<file path="src/rtl/ov7670_line_writer.sv">
// OV7670 byte-pair to RGB565 line-buffer writer with double-banked line addressing.
// Optional OV7670_LINE_WRITER_ERR_EN adds a sticky err_overflow flag for dropped pixels.
module ov7670_line_writer #(
  parameter int unsigned LINE_MAX = 640
) (
  input  logic        clk,
  input  logic        reset,
  input  logic        vsync,
  input  logic        href,
  input  logic [7:0]  d,
  output logic        wr_ce,
  output logic [10:0] wr_addr,
  output logic [15:0] wr_data,
  output logic        line_done,
  output logic        line_bank,
  output logic [9:0]  line_len,
`ifdef OV7670_LINE_WRITER_ERR_EN
  output logic        err_overflow,
`endif
  output logic        frame_start
);

  localparam logic [10:0] LINE_MAX_C = 11'(LINE_MAX);

  typedef enum logic [1:0] {WAIT_FRAME, LINE_WAIT, BYTE_HI, BYTE_LO} state_t;

  state_t      state, state_next;
  logic        vsync_q;
  logic        bank;
  logic [10:0] pix_cnt;
  logic [7:0]  hi;

  logic frame_go, hi_load, pix_go, pix_keep, line_end, abort;

  always_ff @(posedge clk or posedge reset) begin
    if (reset) state <= WAIT_FRAME;
    else       state <= state_next;
  end

  always_comb begin
    state_next = state;
    frame_go   = 1'b0;
    hi_load    = 1'b0;
    pix_go     = 1'b0;
    line_end   = 1'b0;
    abort      = 1'b0;
    case (state)
      WAIT_FRAME: begin
        if (vsync_q && !vsync) begin
          frame_go   = 1'b1;
          state_next = LINE_WAIT;
        end
      end
      LINE_WAIT: begin
        if (vsync) begin
          abort      = 1'b1;
          state_next = WAIT_FRAME;
        end else if (href) begin
          hi_load    = 1'b1;
          state_next = BYTE_LO;
        end
      end
      BYTE_HI: begin
        if (vsync) begin
          abort      = 1'b1;
          state_next = WAIT_FRAME;
        end else if (href) begin
          hi_load    = 1'b1;
          state_next = BYTE_LO;
        end else begin
          line_end   = 1'b1;
          state_next = LINE_WAIT;
        end
      end
      BYTE_LO: begin
        if (vsync) begin
          abort      = 1'b1;
          state_next = WAIT_FRAME;
        end else if (href) begin
          pix_go     = 1'b1;
          state_next = BYTE_HI;
        end else begin
          // a high byte left without its partner is simply dropped
          line_end   = 1'b1;
          state_next = LINE_WAIT;
        end
      end
      default: state_next = WAIT_FRAME;
    endcase
  end

  assign pix_keep = pix_go && (pix_cnt < LINE_MAX_C);

  always_ff @(posedge clk or posedge reset) begin
    if (reset) begin
      vsync_q     <= 1'b1;
      bank        <= 1'b0;
      pix_cnt     <= '0;
      hi          <= '0;
      wr_ce       <= 1'b0;
      wr_addr     <= '0;
      wr_data     <= '0;
      line_done   <= 1'b0;
      line_bank   <= 1'b0;
      line_len    <= '0;
      frame_start <= 1'b0;
    end else begin
      vsync_q     <= vsync;
      wr_ce       <= pix_keep;
      frame_start <= frame_go;
      line_done   <= 1'b0;
      if (hi_load) hi <= d;
      if (pix_keep) begin
        wr_addr <= {bank, pix_cnt[9:0]};
        wr_data <= {hi, d};
        pix_cnt <= pix_cnt + 11'd1;
      end
      if (frame_go) begin
        bank    <= 1'b0;
        pix_cnt <= '0;
      end
      if (line_end) begin
        if (pix_cnt != '0) begin
          line_done <= 1'b1;
          line_bank <= bank;
          line_len  <= pix_cnt[9:0];
          bank      <= ~bank;
        end
        pix_cnt <= '0;
      end
      if (abort) pix_cnt <= '0;
    end
  end

`ifdef OV7670_LINE_WRITER_ERR_EN
  always_ff @(posedge clk or posedge reset) begin
    if (reset)                  err_overflow <= 1'b0;
    else if (frame_go)          err_overflow <= 1'b0;
    else if (pix_go && !pix_keep) err_overflow <= 1'b1;
  end
`endif

endmodule
</file>
<file path="config.mk">
export PLATFORM = sky130hd
export DESIGN_NAME = ov7670_line_writer
export DESIGN_NICKNAME = d
export VERILOG_FILES = /design/src/rtl/ov7670_line_writer.sv
export SDC_FILE = /design/constraint.sdc
export NUM_CORES = 1
export LEC_CHECK = 0
export BUFFER_PORTS_ARGS = -buffer_cell sky130_fd_sc_hd__buf_2
export CORE_AREA = 5 5 90 92
export CTS_BUF_LIST = sky130_fd_sc_hd__clkbuf_8
export DETAILED_ROUTE_END_ITERATION = 7
export DIE_AREA = 0 0 95 97
export GPL_ROUTABILITY_DRIVEN = 0
export HOLD_SLACK_MARGIN = 0.08
export SYNTH_ARGS = -nofsm -noshare
export SYNTH_HDL_FRONTEND = slang
export SYNTH_SLANG_ARGS = --single-unit
export TNS_END_PERCENT = 100
</file>
<file path="constraint.sdc">
create_clock -name clk -period 4 [get_ports clk]
set_input_delay 0.8 -clock clk [delete_from_list [all_inputs] [get_ports clk]]
set_output_delay 0.8 -clock clk [all_outputs]
set_load 0.1 [all_outputs]
</file>
======== Word-level counts from Yosys, hierarchy flattened ========
Cells that the tools add are included.
storage, ports and cells
  register bits ........................... 64
  bits in latches ......................... 0
  memory bits (writable) .................. 0
  logic and storage cells ................. 59
  ROM bits ................................ 0
  bits of input ports ..................... 12
  memories kept ........................... 0
  output and inout port bits .............. 41
operators by class
  eq/ne operators ......................... 5
  add/subtract/negate cells ............... 1
  bitwise gates (word level) .............. 1
  $lt $le $gt $ge ......................... 1
  reduce and logical (&&, ||, !) cells .... 11
  muxes and demuxes ....................... 28
  multipliers ............................. 0
  divide/modulo/power cells ............... 0
  shifts and indexed selects .............. 0
operators by type and width
  kind                                                                             count
  11-bit two-way mux                                                               4
  1-bit two-way mux                                                                16
  2-bit two-way mux                                                                7
  11-bit by 1-bit adder with 11-bit output (second input constant)                 1
  11-bit by 10-bit less-than comparator with 1-bit output (second input constant)  1
  11-bit nonzero test                                                              1
  2-bit case mux with 4 select lines                                               1
  2-bit == test (second input constant)                                            2
  2-bit AND reduction                                                              2
  4-bit nonzero test                                                               1
  2-bit OR reduction                                                               2
  3-bit != test (second input constant)                                            1
  3-bit OR reduction                                                               1
  2-bit by 1-bit == test with 1-bit output (second input constant)                 1
  1-bit logical AND                                                                2
  2-bit logical NOT                                                                1
  2-bit != test (second input constant)                                            1
  1-bit logical NOT                                                                1
  1-bit NOT                                                                        1

======== Logic depth before layout (Yosys ltp) ========
  depth after elaboration ................. 8
  gate-level depth with buffers ........... 9
  depth with buffers taken out ............ 6

======== Worst setup path after synthesis ========
Ideal clock, no wire load.
  path type ............................... input -> register
  start point ............................. in vsync
  end point ............................... reg wr_addr[2]
  cell stages on the path ................. 7
  required time ........................... 3.875 ns
  library setup time ...................... 0.125 ns
  arrival time ............................ 1.967 ns
  buffers on the path ..................... 3
  slack ................................... 1.907 ns
  cells stage by stage .................... buf_6 and4bb_1 buf_4 nand2_4 inv_1 buf_2 mux2_2
on the way
  word-level cells in the longest chain between the ends .. 3
RTL lines
  what                  line  text
  start, declared       8     input logic vsync,
  1-bit two-way mux     n/a
  1-bit two-way mux     47    case (state)
  1-bit logical AND     92    assign pix_keep = pix_go && (pix_cnt < LINE_MAX_C);
  end signal, assigned  114   wr_addr <= {bank, pix_cnt[9:0]};
  end, declared         12    output logic [10:0] wr_addr,
No other way between the ends.
A chain may end at the register's enable or synchronous reset.

======== Worst setup path in the final report ========
  start point ............................. in vsync
  end point ............................... reg pix_cnt[9]
on the way
  word-level cells in the longest chain between the ends .. 7
  elaborated cells between the ends (all ways) .. 15
  those cells by class .................... 11 x mux; 4 x reduce/logical
RTL lines
  what                  line  text
  1-bit logical NOT     49    if (vsync_q && !vsync) begin
  1-bit logical AND     49
  1-bit two-way mux     49
  1-bit two-way mux     47
  11-bit two-way mux    118   if (frame_go) begin
  11-bit two-way mux    122   if (line_end) begin
  11-bit two-way mux    131   if (abort) pix_cnt <= '0;
  end signal, assigned  116   pix_cnt <= pix_cnt + 11'd1;
  end, declared         30    logic [10:0] pix_cnt;
Parallel ways exist; a longest one is shown, timed or not.

==> results.yml <==
sta:
  setup_viol: 0
  rsz0062_at_grt: "false"
  timing.final.max_slew_violations: 0
  timing.slew.headroom: 0.530
  holdWs_ps: 461
  fmax_mhz: 435
  final_min_period_over_clock_period: 0.574
  finalClockSkew_ps: 7.70
  tightest_slew_ps: 705
  total_negative_slack_for_setup_checks_ps: 0
  final_hold_vio_count: 0
  min_period_ps: 2300
grt:
  number_of_global_route_vias_before_repair: 2008
  antenna_found_initial: 0
  grt_first_pass_wirelength_um: 9870
  grt_start_max_net_pins: 36
  groute.usage.overall: 0.137
  globalRouteOverflowTotal: 0
finish:
  finalInstanceArea_um2: 3230
  layout.cells.most_common: "nand2_1"
  fillerInstances: 711
  final_core_util: 0.452
  finish.net_count: 320
  layout_cells_excl_fill: 405
  area_growth_pct: 20.8
  layout-drive-gt1-share: 0.297
  most-common-layout-cells: "nand2_1, dfrtp_1, buf_2, mux2_2, nor2_1"
  antenna_cells_inserted: 0
clock_network:
  cts_max_path_buffers: 2
  post_cts_hold_buffer_count: 0
  cts_post_setup_buffers_inserted: 0
  clock_insertion_delay_worst_skew_ps: 340
  cts.repair.resized: 0
  cts-buffers-inserted: 9
  clkSlewWorstSetupHoldPaths_ps: 80
  clockRootBuffer: "clkbuf_8"
  clock_sink_count: 64
  htreeDepth: 3
  cts_tree: "yes"
route:
  route.detailed.drc: 0
  post_drt_via_cell_ratio: 4.76
  wl_um: 5660
  first_pass_iters: 4
  initialDrtViolationCount: 107
  antenna_violation_net_count_after_detailed_routing: 0
  routedWlPerCell_um: 14.0
  routed-via-count: 1926
setup_path:
  crit_path_top_delay_cell: "and4bb_1"
  worst-path-buf-inv: 3
  required_ps: 4260
  worst-path-max-fanout: 28
  critical_path_launch_point: "vsync"
  start_kind: "input port"
  timing.critical_path.max_delay_family: "simple AND/OR/NAND/NOR gates"
  rr_startpoint: "state[0]"
  critical_path.reg2reg.endpoint: "line_bank"
  worstPathArrival_ps: 2560
  reg2regPathDepth: 6
  setup.reg_to_reg.worst_slack_ps: 1770
  critical_path.endpoint_type: "flip-flop"
  path_cells: "buf_2 > and4bb_1 > nand2_4 > inv_1 > buf_4 > nand3_1 > a21oi_1"
  category_of_the_most_critical_setup_path: "input port to flip-flop"
  worst_path_largest_cell_delay_ps: 500
worst_hold_path:
  worstHoldPathCells: 2
  timing.hold.worst_endpoint: "wr_data[12]"
  timing.hold.worst.class: "flip-flop to flip-flop"
  min-delay-start: "hi[4]"
logic_synthesis:
  netlist.area_leader.share: 0.590
  synth_enable_flop_cells: 0
  post_synthesis_sequential_element_count: 64
  synth_sequential_area_ratio: 0.600
  synth.area.top_cells: "dfrtp_1, nand2_1, mux2_2"
  post_synth_num_cell_types: 36
  post_synthesis_instance_total: 246
  post-synth-top-area-cell: "dfrtp_1"
  mappedNetlistArea_um2: 2670
  synth_ff_type: "dfrtp_1"
  synth.net_count: 265
  synthesis_warnings: 0
  synthArstFlopShare: 1.00
  synthesis.area_per_instance_um2: 10.9
placed_design:
  post-dp-hpwl_um: 4000
  number_of_buffer_cells_added_on_primary_ports: 52
  placement.cell_area_um2: 3020
  place_inst: 389
run:
  maxCapViolations: 0
power_and_ir_drop:
  cellLeakagePower_nw: 1.72
  max-vdd-ir-drop_v: 0.000237
  powerDensity_nw_per_um2: 762
floorplanning:
  floorplan.die_area_um2: 9220
  die_width_um: 95
  die_height_um: 97
  core.rowCount: 31
  initial_core_util: 0.374
  placeableCoreArea_um2: 7140
  ioPinCount: 53
outcome:
  status: "finished clean"
[tightest hold or removal path, cell delays in order (launching register included)]
cell and delay [ps]:
dfrtp_1 340, nand2_1 50, nand2_1 50
[flip-flops by register name, summed over array words and instances, names as in the netlist]
name         count
line_bank        1
wr_data         16
hi               8
wr_ce            1
frame_start      1
pix_cnt         11
wr_addr         11
bank             1
vsync_q          1
line_len        10
line_done        1
state            2
[cells by family (layout without fill, tap and decap cells)]
kind of cell	Yosys count	after routing	synth area share
mux	16	16	0.0670
fa+ha+maj	7	7	0.0328
simple gates	107	107	0.181
xor+xnor	6	6	0.0197
compound gates	24	24	0.0628
buf+inv	22	82	0.0370
flops	64	64	0.600
[how the worst max path moves through the flow]
stage,to,slack [ps],cells past startpoint
after global routing,line_len[1],1490,6
after global placement,pix_cnt[9],1410,7
after floorplan,bank,1600,1
after CTS,pix_cnt[9],1710,7
final,pix_cnt[9],1700,7
after detailed placement,pix_cnt[9],1380,7
[synthesized netlist by cell type (4+ instances only)]
| master | n |
|---|---|
| nand2_1 | 66 |
| mux2_2 | 15 |
| buf_2 | 4 |
| a22o_1 | 9 |
| nor2_1 | 14 |
| nand3_1 | 6 |
| dfrtp_1 | 63 |
| inv_1 | 11 |
| xor2_1 | 5 |
| nand4_1 | 4 |
| ha_1 | 7 |
| clkbuf_1 | 5 |
| and3_1 | 4 |
| o21ai_0 | 4 |
| a21oi_1 | 7 |
[through the flow]
stage / power (mW) / setup slack, ps
after global placement: 1.90 / 1410
final: 2.46 / 1700
after detailed placement: 1.91 / 1380
after global routing: 2.58 / 1490
after floorplan: 1.74 / 1600
after CTS: 2.48 / 1710
[where the power goes]
part	internal [mW]	switching [mW]	leakage [nW]
registers	0.788	0.0750	0.848
clock network	0.305	0.262	0.0907
logic	0.182	0.845	0.780
[per-layer routing]
layer / vias up / wire length [µm] / GRT usage
met3: 13 / 313 / 0.0411
met1: 942 / 2470 / 0.178
li1: 932 / - / -
met4: 0 / 144 / 0.0744
met2: 39 / 2730 / 0.203
met5: - / 0 / 0
[cell type report]
type	instances	area, µm²	share of cell area
Clock buffer	10	138	0.0427
Clock inverter	6	68.8	0.0213
Inverter	11	41.3	0.0128
Multi-Input combinational cell	160	970	0.301
Sequential cell	64	1600	0.497
Tap cell	99	124	0.0384
Timing Repair Buffer	55	283	0.0876
(Power assumes the default switching activity.)
